## config.mk

```make
export PLATFORM = sky130hd
export DESIGN_NAME = uart_cmd_sender
export DESIGN_NICKNAME = d
export VERILOG_FILES = /design/src/rtl/uart_cmd_sender.sv
export SDC_FILE = /design/constraint.sdc
export NUM_CORES = 1
export LEC_CHECK = 0
export ABC_AREA = 1
export CORE_UTILIZATION = 54
export DETAILED_ROUTE_END_ITERATION = 8
export GPL_TIMING_DRIVEN = 0
export MAX_ROUTING_LAYER = met4
export PLACE_DENSITY = 0.8
export SLEW_MARGIN = 20
export SYNTH_ARGS = -nofsm -noshare
export SYNTH_HDL_FRONTEND = slang
export SYNTH_SLANG_ARGS = --single-unit
```

## constraint.sdc

```tcl
create_clock -name CLK -period 2.3 [get_ports CLK]
set_input_delay 0.345 -clock CLK [delete_from_list [all_inputs] [get_ports CLK]]
set_output_delay 0.345 -clock CLK [all_outputs]
set_load 0.01 [all_outputs]
```

## src/rtl/uart_cmd_sender.sv

```systemverilog
`default_nettype none
// ============================================================================
// Module      : uart_cmd_sender
// Description : Serialises a 2..4 byte register-file / ALU command onto a UART
//               line (start, LSB-first data, optional parity, stop).
// Revision    : 1.0
// ============================================================================
module uart_cmd_sender #(
    parameter int DATA_WIDTH = 8,
    parameter int PRESCALE_W = 6
) (
    input  logic                  CLK,
    input  logic                  RST,
    input  logic                  CMD_VALID,
    output logic                  CMD_READY,
    input  logic [1:0]            CMD_TYPE,
    input  logic [DATA_WIDTH-1:0] ARG0,
    input  logic [DATA_WIDTH-1:0] ARG1,
    input  logic [DATA_WIDTH-1:0] ARG2,
    input  logic                  PAR_EN,
    input  logic                  PAR_TYP,
    input  logic [PRESCALE_W-1:0] PRESCALE,
    output logic                  TX_OUT,
    output logic                  BUSY,
    output logic                  DONE,
    output logic                  CFG_ERR
);

    localparam int IDX_W = (DATA_WIDTH > 1) ? $clog2(DATA_WIDTH) : 1;

    localparam logic [2:0] S_IDLE   = 3'd0;
    localparam logic [2:0] S_START  = 3'd1;
    localparam logic [2:0] S_DATA   = 3'd2;
    localparam logic [2:0] S_PARITY = 3'd3;
    localparam logic [2:0] S_STOP   = 3'd4;

    localparam logic [IDX_W-1:0]      c_last_idx = IDX_W'(DATA_WIDTH - 1);
    localparam logic [PRESCALE_W-1:0] c_ps_one   = PRESCALE_W'(1);

    logic [2:0]            r_state;
    logic [2:0]            w_state_next;
    logic [PRESCALE_W-1:0] r_bit_cnt;
    logic [IDX_W-1:0]      r_bit_idx;
    logic [1:0]            r_byte_idx;
    logic [1:0]            r_type;
    logic [DATA_WIDTH-1:0] r_arg0;
    logic [DATA_WIDTH-1:0] r_arg1;
    logic [DATA_WIDTH-1:0] r_arg2;
    logic                  r_par_en;
    logic                  r_par_typ;
    logic [PRESCALE_W-1:0] r_prescale;
    logic                  r_done;
    logic                  r_cfg_err;

    logic                  w_idle;
    logic                  w_accept;
    logic                  w_ps_ok;
    logic                  w_start;
    logic [PRESCALE_W-1:0] w_ps_m1;
    logic                  w_bit_last;
    logic                  w_data_last;
    logic                  w_byte_last;
    logic [1:0]            w_last_byte;
    logic [DATA_WIDTH-1:0] w_cur_byte;
    logic                  w_parity;

    assign w_idle      = (r_state == S_IDLE);
    assign w_accept    = CMD_VALID && w_idle;
    assign w_ps_ok     = (PRESCALE > c_ps_one);
    assign w_start     = w_accept && w_ps_ok;
    assign w_ps_m1     = r_prescale - c_ps_one;
    assign w_bit_last  = (r_bit_cnt == w_ps_m1);
    assign w_data_last = (r_bit_idx == c_last_idx);
    assign w_byte_last = (r_byte_idx == w_last_byte);
    assign w_parity    = (^w_cur_byte) ^ r_par_typ;

    // Byte 0 is the opcode implied by the type; later bytes are the arguments.
    always_comb begin
        w_last_byte = 2'd1;
        w_cur_byte  = '0;
        case (r_type)
            2'b00:   w_last_byte = 2'd2;
            2'b01:   w_last_byte = 2'd1;
            2'b10:   w_last_byte = 2'd3;
            default: w_last_byte = 2'd1;
        endcase
        case (r_byte_idx)
            2'd0: begin
                case (r_type)
                    2'b00:   w_cur_byte = DATA_WIDTH'(8'hAA);
                    2'b01:   w_cur_byte = DATA_WIDTH'(8'hBB);
                    2'b10:   w_cur_byte = DATA_WIDTH'(8'hCC);
                    default: w_cur_byte = DATA_WIDTH'(8'hDD);
                endcase
            end
            2'd1:    w_cur_byte = r_arg0;
            2'd2:    w_cur_byte = r_arg1;
            default: w_cur_byte = r_arg2;
        endcase
    end

    always_comb begin
        w_state_next = r_state;
        case (r_state)
            S_IDLE:   if (w_start) w_state_next = S_START;
            S_START:  if (w_bit_last) w_state_next = S_DATA;
            S_DATA:   if (w_bit_last && w_data_last) w_state_next = r_par_en ? S_PARITY : S_STOP;
            S_PARITY: if (w_bit_last) w_state_next = S_STOP;
            S_STOP:   if (w_bit_last) w_state_next = w_byte_last ? S_IDLE : S_START;
            default:  w_state_next = S_IDLE;
        endcase
    end

    always_ff @(posedge CLK) begin
        if (!RST) begin
            r_state    <= S_IDLE;
            r_bit_cnt  <= '0;
            r_bit_idx  <= '0;
            r_byte_idx <= '0;
            r_type     <= '0;
            r_arg0     <= '0;
            r_arg1     <= '0;
            r_arg2     <= '0;
            r_par_en   <= 1'b0;
            r_par_typ  <= 1'b0;
            r_prescale <= '0;
            r_done     <= 1'b0;
            r_cfg_err  <= 1'b0;
        end else begin
            r_state   <= w_state_next;
            r_done    <= (r_state == S_STOP) && w_bit_last && w_byte_last;
            r_cfg_err <= w_accept && !w_ps_ok;
            if (w_start) begin
                r_type     <= CMD_TYPE;
                r_arg0     <= ARG0;
                r_arg1     <= ARG1;
                r_arg2     <= ARG2;
                r_par_en   <= PAR_EN;
                r_par_typ  <= PAR_TYP;
                r_prescale <= PRESCALE;
                r_bit_cnt  <= '0;
                r_bit_idx  <= '0;
                r_byte_idx <= '0;
            end else if (!w_idle) begin
                if (w_bit_last) begin
                    r_bit_cnt <= '0;
                    if (r_state == S_DATA)
                        r_bit_idx <= w_data_last ? '0 : r_bit_idx + 1'b1;
                    if (r_state == S_STOP)
                        r_byte_idx <= w_byte_last ? 2'd0 : r_byte_idx + 2'd1;
                end else begin
                    r_bit_cnt <= r_bit_cnt + 1'b1;
                end
            end
        end
    end

    always_comb begin
        TX_OUT = 1'b1;
        case (r_state)
            S_START:  TX_OUT = 1'b0;
            S_DATA:   TX_OUT = w_cur_byte[r_bit_idx];
            S_PARITY: TX_OUT = w_parity;
            default:  TX_OUT = 1'b1;
        endcase
    end

    assign CMD_READY = w_idle;
    assign BUSY      = !w_idle;
    assign DONE      = r_done;
    assign CFG_ERR   = r_cfg_err;

endmodule
`default_nettype wire

```

* Yosys cells after proc, flatten, opt, wreduce, memory -nomap -nowiden *
Cells that the tools add are included.

cells by class
  $add $sub $neg = 4
  order comparisons = 2
  equality and inequality tests = 16
  mux-type cells = 17
  bitwise gates (word level) = 3
  reductions and logical operators = 16

operators with widths
  cell                                                                             count
  8-bit case mux with 3 select lines                                               1
  3-bit two-way mux                                                                7
  7-bit case mux with 3 select lines                                               1
  3-bit case mux with 5 select lines                                               1
  2-bit != test, second input constant                                             4
  8-bit XOR reduction                                                              1
  6-bit by 1-bit adder with 6-bit output, second input constant                    1
  3-bit by 2-bit == test with 1-bit output, second input constant                  2
  3-bit == test, second input constant                                             2
  6-bit == test                                                                    1
  6-bit by 1-bit greater-than comparator with 1-bit output, second input constant  1
  1-bit logical AND                                                                6
  6-bit two-way mux                                                                1
  3-bit AND reduction                                                              2
  6-bit by 1-bit subtractor with 6-bit output, second input constant               1
  5-bit AND reduction                                                              1
  2-bit by 1-bit == test with 1-bit output, second input constant                  2
  2-bit == test, second input constant                                             2
  2-bit logical NOT                                                                2
  3-bit by 4-bit less-than comparator with 1-bit output, second input constant     1
  2-bit case mux with 2 select lines                                               1
  3-bit by 1-bit adder with 3-bit output, second input constant                    1
  1-bit binary-select mux with 3-bit select                                        1
  3-bit by 1-bit == test with 1-bit output, second input constant                  1
  11 further kinds                                                                 14

word-level totals
  bits in registers = 50
  input bits = 37
  output and inout port bits = 5
  logic and storage cells = 71

* Logic depth before layout (Yosys ltp) *
Gate-level depths: netlist of the first run.

  word-level depth = 6
  mapped depth = 17
  depth with buffers taken out = 16

* Worst setup path after synthesis of the first run *
OpenSTA, ideal clock, no wires.

  kind = reg-to-output
  start point = register r_byte_idx[0]
  end point = output port TX_OUT
  data arrival time = 1.607 ns
  path slack = 0.348 ns
  cell stages (with the launch flop) = 14
  path buffers = 0
  cell sequence = dfxtp_1 inv_1 ha_1 a21oi_1 nand2_1 nand2_1 nor2_1 nor2_1 nand2_1 nand2_1 nand2_1 nand3_1 nand3_1 nand2_1

between the ends
  cells in the longest elaborated chain, start to end = 5
  elaborated cells between the ends (all ways) = 9
  those cells by class = 2 x eq/ne; 4 x mux; 1 x bitwise; 2 x reduce/logical

ends and longest elaborated chain
  element                                                                           RTL line  RTL
  from (decl)                                                                       44        logic [1:0] r_byte_idx;
  from (signal assigned)                                                            150       r_byte_idx <= w_byte_last ? 2'd0 : r_byte_idx + 2'd1;
  2-bit == test, or another cell as far along                                       87        case (r_byte_idx)
  8-bit case mux with 3 select lines *                                              87
  1-bit binary-select mux with 3-bit select or 8-bit XOR reduction (tied branches)  162, 75
  1-bit two-way mux (implied by the code) or 1-bit bitwise XOR (tied branches)      162, 75
  1-bit case mux with 3 select lines *                                              160       case (r_state)
  to (decl)                                                                         23        output logic TX_OUT,

Mark *: on every way between the ends. The rest lies on a longest branch, timed or not. The select of a mux whose other input is x is not followed.

* Final worst setup path of the first run *
Same ends and word-level chain as after synthesis.

==> results of run 1 <==
-- metal layers --
layer  global-route usage, %  share of wire [%]  vias up
li1                        -                  -     1393
met1                    37.3                 43     1234
met2                    48.9                 48       77
met3                    5.52                5.8       19
met4                    11.8                2.7        0
met5                       -                  0        -
-- worst min-delay path, stage by stage (launching register included) --
cell and delay (ns):
dfxtp_1 0.32, inv_1 0.07, a21oi_1 0.06
-- metrics by stage --
stage | utilization [%] | hold slack, ns | TNS (ns) | power, mW | worst slack, ns
after CTS | 72.5 | 0.484 | -0.103 | 3.17 | -0.103
after floorplan | - | 0.445 | 0 | 2.21 | 0.348
final | 74.5 | 0.485 | -0.113 | 3.27 | -0.113
after global routing | 74.5 | 0.513 | -0.263 | 3.54 | -0.263
after global placement | 66.9 | 0.467 | -0.318 | 2.55 | -0.318
after detailed placement | 66.9 | 0.471 | -0.356 | 2.58 | -0.356
-- layout by cell type (no fill, tap or decap), types with 4 or more instances in the layout --
master / n
nor2_1: 86
nand2_1: 58
dfxtp_1: 48
clkdlybuf4s50_1: 40
o21ai_0: 39
nand2_2: 28
inv_1: 21
a21oi_1: 16
nand3_1: 14
inv_2: 9
xor2_1: 8
clkbuf_1: 7
buf_4: 7
xnor2_1: 6
clkbuf_8: 6
nand2_4: 5
nor3_1: 5
nor2_2: 4
nand3_2: 4
nand4_1: 4
ha_1: 4
ha_4: 4
-- worst paths after layout --
| kind | endpoint | slack, ns | startpoint | depth (start not counted) |
|---|---|---|---|---|
| worst max-delay path | TX_OUT | -0.11 | r_byte_idx[0]$_SDFFE_PP0P_ | 15 |
| worst max register to register | r_bit_cnt[5]$_SDFFE_PP0N_ | 0.30 | r_prescale[0]$_SDFFE_PN0P_ | 10 |
| worst min register to register | r_prescale[1]$_SDFFE_PN0P_ | 0.48 | r_prescale[1]$_SDFFE_PN0P_ | 2 |
| worst min-delay path | r_prescale[1]$_SDFFE_PN0P_ | 0.48 | r_prescale[1]$_SDFFE_PN0P_ | 2 |
-- sequential cells by signal, summed over array words and instances, names as in the netlist, 2 cells and up --
name        count
r_arg0          8
r_arg1          8
r_arg2          8
r_bit_cnt       6
r_prescale      6
r_bit_idx       3
r_state         3
r_byte_idx      2
r_type          2
-- power by group --
part / leakage [nW] / internal [mW] / switching [mW]
clock network: 0.0482 / 0.243 / 0.294
registers: 0.412 / 1.08 / 0.180
logic: 1.07 / 0.604 / 0.877
-- layout make-up --
type	instances	area (um2)	area share, %
tap	67	83.8	2.35
buffer	12	71.3	2.00
sequential	50	1010	28.3
timing repair buffer	48	458	12.8
multi-input combinational	308	1720	48.2
clock buffer	7	86.3	2.42
inverter	33	134	3.76
clock inverter	1	5.00	0.140
-- cells by family after synthesis --
kind of cell             count (synthesis)  synth area share, %
AO/OA/AOI/OAI                           63                 12.3
buffers and inverters                   47                 7.58
adder cells (fa/ha/maj)                  8                 3.70
AND/OR/NAND/NOR                        222                 34.5
multiplexers                             1                0.370
flip-flops                              50                 37.0
XOR/XNOR                                14                 4.53
-- timing repair --
item,CTS,global route
resized for setup,57,27
setup buffers,3,4
pin swaps,26,32
hold buffers,0,0
setup endpoints to repair,1,1
==> results.toml, run 1 <==
[timing]
timing.final.crit_share_pct = 105
skew_ns = 0.00781
max_freq_mhz = 414
slew_headroom_pct = 66.3
post-route-min-period_ns = 2.41
finalSetupViolCount = 1
drv_slew = 0
fin_ws_ns = -0.113
worst_slew_pin_slew_ns = 0.505
rsz0062_at_grt = "yes"
hold_viol_final = 0

[clock_network]
clk_path_buf_depth = 2
clkSlewWorstSetupHoldPaths_ns = 0.09
clock-sinks = 50
cts_made_buffers = 5
cts_tree = "built"
clk-insertion-delay-late_ns = 0.31
h-tree-depth = 2
ctsRootBufferMaster = "clkbuf_8"

[die]
die-area_um2 = 5300
num_rows = 25
die_h_um = 72.8
die_width_um = 72.8
start_util_pct = 56.6
core_area_um2 = 4790
num_io_pins = 42

[layout]
fin_area_um2 = 3560
drive_gt1_share_pct = 20.0
antennaDiodeCount = 0
fin_nets = 503
num-fill-cells = 370
areaGrowthSynthToFinish_pct = 31.7
instances_no_fill = 526

[synthesis]
ys_warn_count = 0
synthCells = 405
synthFlopType = "dfxtp_1"
syn_nets = 450
synth_area_leaders = "dfxtp_1 (37%), nand2_1 (12%), nor2_1 (12%)"
synth_top_area_share_pct = 37.0
netlist_area_um2 = 2710
syn_area_per_cell_um2 = 6.69
synth-edff-count = 0
ys_ff_latch = 50
yosys-top-cells-count = "nand2_1 (90), nor2_1 (90), dfxtp_1 (50)"
ys_types = 32
synth-seq-area-share_pct = 37.0
async_flop_share_pct = 0
synth_area_leader_cell = "dfxtp_1"

[setup_path]
crit_arrival_ns = 2.07
slowest_stage = "dfxtp_4"
setup.worst_path.class = "reg -> out"
worst_setup_path_end_kind = "primary output"
path_buf_inv = 3
worstPathRequired_ns = 1.96
start_kind = "flip-flop"
critPathMaxStageDelay_ns = 0.39
crit_family = "simple AND/OR/NAND/NOR gates"
worstPathCellList = "ha_4 -> buf_4 -> nor2_4 -> nand3_2 -> nand2_2 -> nand2_2 -> inv_1 -> nor2_2 -> nand2_2 -> nand2_2 -> nand2_2 -> nand3_2 -> nand3_1 -> nand2_1 -> buf_2"
crit_top_cell = "nand2_2"
cp_max_fo = 4

[drt]
num_vias = 2723
wirelength_um = 7100
first_pass_iters = 5
drt_iter0_drc = 157
wire_per_inst_um = 13.5
ant_nets = 0
drc = 0
viasPerCell = 5.18

[global_routing]
grt_pass1_vias = 2617
overflow = 0
grt_usage_pct = 30.2
grt_antenna_before_repair = 0
grt_max_degree = 15
grt_pass1_wl_um = 11800

[outcome]
violations = "setup timing"
status = "finished with violations"

[placement]
place_inst = 513
post-dp-hpwl_um = 4610
routabilityCongestion = 0.904
place_area_um2 = 3200
port_buffers = 41

[run]
maxCapViolations = 0

[power_and_ir_drop]
ir_drop_mv = 0.537
powerDensity_nw_per_um2 = 918
p_leak_nw = 1.53

[worst_hold_path]
hold_class = "reg -> reg"
No activity file was read; power rests on OpenSTA's default activity.
==> run 2: changes to the inputs <==
--- a/config.mk
+++ b/config.mk
@@ -6,6 +6,7 @@
 export NUM_CORES = 1
 export LEC_CHECK = 0
 export ABC_AREA = 1
+export CORE_MARGIN = 4
 export CORE_UTILIZATION = 54
 export DETAILED_ROUTE_END_ITERATION = 8
 export GPL_TIMING_DRIVEN = 0
==> run 2 against run 1 <==
The flow still finishes with violations (setup timing). Routed wire length is 1.4% lower. Via count fell by 0.15%. Largest cell class unchanged. Largest power group unchanged. Combinational power fell by 3%. Core utilization down 0.58 points. Final cell count fell by 0.19%. Worst setup slack got worse by 0.050 ns. Non-clock buffer count is 2 lower. Cell area fell by 0.77%. Clock power rose by 18%. Sequential cell count unchanged.
==> results.toml, run 2 (synthesis gave the netlist of run 1 again) <==
[outcome]
status = "finished with violations"
violations = "setup timing"

[clock_network]
clock-sinks = 50
clk_path_buf_depth = 2
ctsRootBufferMaster = "clkbuf_8"
cts_hold_buf = 0
h-tree-depth = 2
cts_made_buffers = 5
clkSlewWorstSetupHoldPaths_ns = 0.10
cts_tree = "built"
clk-insertion-delay-late_ns = 0.30

[global_routing]
grt_antenna_before_repair = 0
grt_max_degree = 17
grt_usage_pct = 23.8
grt_pass1_vias = 2556
overflow = 0
grt_pass1_wl_um = 11500

[layout]
final_cell_mix = "nor2_1 (86), nand2_1 (65), dfxtp_1 (48), o21ai_0 (40), clkdlybuf4s50_1 (40)"
drive_gt1_share_pct = 17.7
fin_nets = 502
final_common_cell = "nor2_1"
seq_area_um2 = 1010
num-fill-cells = 361
antennaDiodeCount = 0
areaGrowthSynthToFinish_pct = 30.6
instances_no_fill = 525
multi_input_area_um2 = 1680
reg_top3 = "r_arg0 x8, r_arg1 x8, r_arg2 x8"

[die]
core_area_um2 = 4790
start_util_pct = 56.6
die_width_um = 78.8
num_rows = 25
die-area_um2 = 6210
die_h_um = 78.8
num_io_pins = 42

[setup_path]
reg2reg_depth = 10
worstPathRequired_ns = 1.96
start_kind = "flip-flop"
r2r-start = "r_prescale[0]$_SDFFE_PN0P_"
setup.worst_path.class = "reg -> out"
cp_max_fo = 5
critPathMaxStageDelay_ns = 0.42
slowest_stage = "dfxtp_4"
path_buf_inv = 3
r2r_end = "r_bit_cnt[1]$_SDFFE_PP0N_"
crit_arrival_ns = 2.12
crit_family = "simple AND/OR/NAND/NOR gates"
reg2reg_slack_ns = 0.21
worstPathCellList = "ha_4 -> clkinvlp_4 -> or2_1 -> nand2_2 -> nand2_2 -> inv_2 -> nor2_1 -> nand2_1 -> nand2_2 -> nand2_1 -> nand3_1 -> nand3_1 -> nand2_1 -> buf_2"
worst_setup_path_end_kind = "primary output"

[power_and_ir_drop]
p_leak_nw = 1.51
finalPower_mw = 3.32
ir_drop_mv = 0.518
powerDensity_nw_per_um2 = 940

[timing]
skew_ns = 0.00732
worst_slew_pin_slew_ns = 0.505
hold_slack_ns = 0.482
hold_viol_final = 0
max_freq_mhz = 406
finalSetupViolCount = 1
timing.final.crit_share_pct = 107
rsz0062_at_grt = "yes"
slew_headroom_pct = 66.1
post-route-min-period_ns = 2.46
fin_ws_ns = -0.163
final.setup.tns_ns = -0.163
drv_slew = 0

[placement]
dpl_worst_slack_ns = -0.359
routabilityCongestion = 0.863
post-dp-hpwl_um = 4910
place_inst = 513
port_buffers = 41

[drt]
wire_per_inst_um = 13.3
drc = 0
first_pass_iters = 5
viasPerCell = 5.18
ant_nets = 0
wirelength_um = 7000
drt_iter0_drc = 242
num_vias = 2719

[worst_hold_path]
hold_depth = 2
holdPathEnd = "r_par_typ$_SDFFE_PN0P_"
min-delay-start = "r_par_typ$_SDFFE_PN0P_"
hold_class = "reg -> reg"

[run]
maxCapViolations = 0
-- run 2: cell count changes in the layout (fill, tap and decap cells not counted), moves of 2 or more --
| cell | before | now |
|---|---|---|
| nand2_1 | 58 | 65 |
| nand2_2 | 28 | 24 |
| buf_4 | 7 | 4 |
| inv_1 | 21 | 24 |
| nand2_4 | 5 | 2 |
| inv_2 | 9 | 7 |
-- run 2: routing by layer --
metal | vias up | global-route usage (%) | share of wire, %
met4 | 0 | 6.19 | 1.2
met1 | 1226 | 28.7 | 45
met5 | - | - | 0
met3 | 9 | 4.42 | 5.6
li1 | 1390 | - | -
met2 | 94 | 41.1 | 49
-- run 2: area by class of cell --
| type | instances | area share, % |
|---|---|---|
| clock inverter | 3 | 1.24 |
| sequential | 50 | 28.5 |
| inverter | 33 | 3.71 |
| multi-input combinational | 308 | 47.4 |
| tap | 67 | 2.37 |
| buffer | 12 | 2.02 |
| clock buffer | 5 | 1.95 |
| timing repair buffer | 46 | 12.6 |
| timing repair inverter | 1 | 0.212 |
-- run 2: how the worst max path moves through the flow --
stage / startpoint / end / slack, ns / cells past startpoint
after CTS: r_byte_idx[1]$_SDFFE_PP0P_ / TX_OUT / -0.11 / 17
after floorplan: r_byte_idx[0]$_SDFFE_PP0P_ / TX_OUT / 0.35 / 13
after global placement: r_byte_idx[0]$_SDFFE_PP0P_ / TX_OUT / -0.31 / 17
after global routing: r_byte_idx[0]$_SDFFE_PP0P_ / TX_OUT / -0.31 / 13
final: r_byte_idx[0]$_SDFFE_PP0P_ / TX_OUT / -0.16 / 14
after detailed placement: r_byte_idx[0]$_SDFFE_PP0P_ / TX_OUT / -0.36 / 18
-- run 2: worst register-to-register path, cell delays in order (launching register included) --
cell and delay (ns):
dfxtp_1 0.39, inv_1 0.07, ha_1 0.31, nand2_1 0.07
inv_1 0.04, nor3_1 0.20, nand4_1 0.16, nor2_2 0.23
inv_1 0.11, o21ai_2 0.30, nor3_1 0.08
-- run 2: per-stage QoR --
step | cell area [um2] | util, %
final | 3540 | 73.9
after global placement | 3200 | 66.9
after global routing | 3540 | 73.9
after detailed placement | 3200 | 66.9
after floorplan | 2710 | -
after CTS | 3500 | 73.1
-- run 2: what timing repair did --
action,4_1_cts,5_1_grt
resized for setup,55,15
pin swaps,16,13
cloned,1,0
setup buffers,4,1
setup endpoints to repair,1,1
-- run 2: where the power goes --
group	total (mW)	internal (mW)	switching (mW)	leakage, nW
clock network	0.632	0.326	0.305	0.0585
registers	1.26	1.08	0.180	0.412
logic	1.44	0.585	0.851	1.04
==> run 3: changes to the inputs <==
--- a/config.mk
+++ b/config.mk
@@ -11,7 +11,7 @@
 export DETAILED_ROUTE_END_ITERATION = 8
 export GPL_TIMING_DRIVEN = 0
 export MAX_ROUTING_LAYER = met4
-export PLACE_DENSITY = 0.8
+export PLACE_DENSITY = 0.83
 export SLEW_MARGIN = 20
 export SYNTH_ARGS = -nofsm -noshare
 export SYNTH_HDL_FRONTEND = slang
==> run 3 against run 2 <==
The flow still finishes with violations (setup timing). Sequential power about the same. Routed wire length up 5.2%. Register-to-register slack improved by 0.08 ns. Combinational power increased by 7%.
==> results.toml, run 3 (synthesis gave the netlist of run 1 again) <==
[drt]
wire_per_inst_um = 14.1
num_vias = 2868
wirelength_um = 7370
wl_met3_um = 448
wl_met1_um = 3000
drt_iter0_drc = 170
drc = 0
viasPerCell = 5.47
wl_met2_um = 3590
first_pass_iters = 5
ant_nets = 0
routed.top_layer = "met4"

[global_routing]
overflow = 0
grt_antenna_before_repair = 0
grt_pass1_vias = 2643
grt_pass1_wl_um = 11600
grt_usage_pct = 23.8
grt_max_degree = 16

[timing]
hold_viol_final = 0
worst_slew_pin_slew_ns = 0.501
hold_slack_ns = 0.483
rsz0062_at_grt = "yes"
drv_slew = 0
timing.final.crit_share_pct = 109
final.setup.tns_ns = -0.211
finalSetupViolCount = 1
max_freq_mhz = 398
skew_ns = 0.0110
post-route-min-period_ns = 2.51
fin_ws_ns = -0.211
slew_headroom_pct = 66.6

[setup_path]
setup.worst_path.class = "reg -> out"
worstPathRequired_ns = 1.96
worst_setup_path_end_kind = "primary output"
start_kind = "flip-flop"
cp_max_fo = 4
crit_arrival_ns = 2.17

[clock_network]
ctsRootBufferMaster = "clkbuf_8"
cts_hold_buf = 0
clk-insertion-delay-late_ns = 0.31
cts_tree = "built"
clkSlewWorstSetupHoldPaths_ns = 0.10
clk_path_buf_depth = 2
clock-sinks = 50
cts_made_buffers = 5
h-tree-depth = 2

[layout]
multi_input_area_um2 = 1790
final_cell_mix = "nor2_1 (84), nand2_1 (50), dfxtp_1 (48), clkdlybuf4s50_1 (40), o21ai_0 (39)"
areaGrowthSynthToFinish_pct = 34.4
final_common_cell = "nor2_1"
antennaDiodeCount = 0
fin_nets = 501
drive_gt1_share_pct = 23.0
num-fill-cells = 344
reg_top3 = "r_arg0 x8, r_arg1 x8, r_arg2 x8"
seq_area_um2 = 1010

[power_and_ir_drop]
p_leak_nw = 1.54
powerDensity_nw_per_um2 = 941
ir_drop_mv = 0.495
finalPower_mw = 3.42

[die]
die_width_um = 78.8
die-area_um2 = 6210
start_util_pct = 56.6
core_area_um2 = 4790
num_io_pins = 42
die_h_um = 78.8
num_rows = 25

[placement]
routabilityCongestion = 0.883
port_buffers = 41
dpl_worst_slack_ns = -0.363
post-dp-hpwl_um = 4830

[outcome]
status = "finished with violations"
violations = "setup timing"

[run]
maxCapViolations = 0

[worst_hold_path]
hold_class = "reg -> reg"
[run 3: cell types whose count changed in the layout (fill, tap and decap cells not counted), moves of 4 or more]
cell,delta
nand2_4,+4
nand2_1,-15
nand2_2,+11
nand3_2,+4
nand3_1,-5
[run 3: path summary, 6_finish.rpt]
path | startpoint | to | slack [ns] | cells past startpoint
worst max-delay path | r_byte_idx[1]$_SDFFE_PP0P_ | TX_OUT | -0.21 | 15
worst min-delay path | r_prescale[1]$_SDFFE_PN0P_ | r_prescale[1]$_SDFFE_PN0P_ | 0.48 | 2
worst max register to register | r_prescale[0]$_SDFFE_PN0P_ | r_bit_cnt[1]$_SDFFE_PP0N_ | 0.29 | 10
worst min register to register | r_prescale[1]$_SDFFE_PN0P_ | r_prescale[1]$_SDFFE_PN0P_ | 0.48 | 2
[run 3: routing by layer]
metal	global-route usage, %	vias to the layer above
met5	-	-
met3	4.54	39
met2	38.3	123
li1	-	1395
met1	28.6	1311
met4	11.9	0
[run 3: report_power, final]
| part | switching, mW | leakage [nW] | internal [mW] |
|---|---|---|---|
| Combinational | 0.909 | 1.07 | 0.631 |
| Clock | 0.304 | 0.0579 | 0.320 |
| Sequential | 0.183 | 0.412 | 1.08 |
| Total | 1.40 | 1.54 | 2.03 |
[run 3: repair_timing]
action / in CTS / in global routing
buffers inserted: 3 / 2
pin swaps: 27 / 31
endpoints found under the setup margin: 1 / 1
endpoints found under the hold margin: 0 / 0
resized for setup: 57 / 46
[run 3: final cells by class]
class,instances,area share (%)
Buffer,12,1.96
Timing Repair Buffer,46,12.3
Inverter,33,3.61
Clock buffer,5,1.89
Tap cell,67,2.30
Multi-Input combinational cell,308,49.1
Clock inverter,3,1.10
Sequential cell,50,27.7
[run 3: per-stage QoR]
step,instance area [um2],utilization [%],std cells
floorplan,2710,-,405
global placement,3200,66.9,513
detailed placement,3200,66.9,513
CTS,3500,73.2,524
global route,3640,76.0,524
finish,3640,76.0,524
[run 3: worst max-delay path, cell delays in order, from the launching register on]
cell,delay (ns)
dfxtp_4,0.43
inv_4,0.07
ha_4,0.20
a21oi_4,0.23
nand2_2,0.12
nand2_2,0.10
nand2_2,0.06
inv_1,0.06
nor2_2,0.04
nand2_2,0.09
nand2_2,0.07
nand2_2,0.06
nand3_2,0.08
nand3_2,0.06
nand2_1,0.04
buf_2,0.13
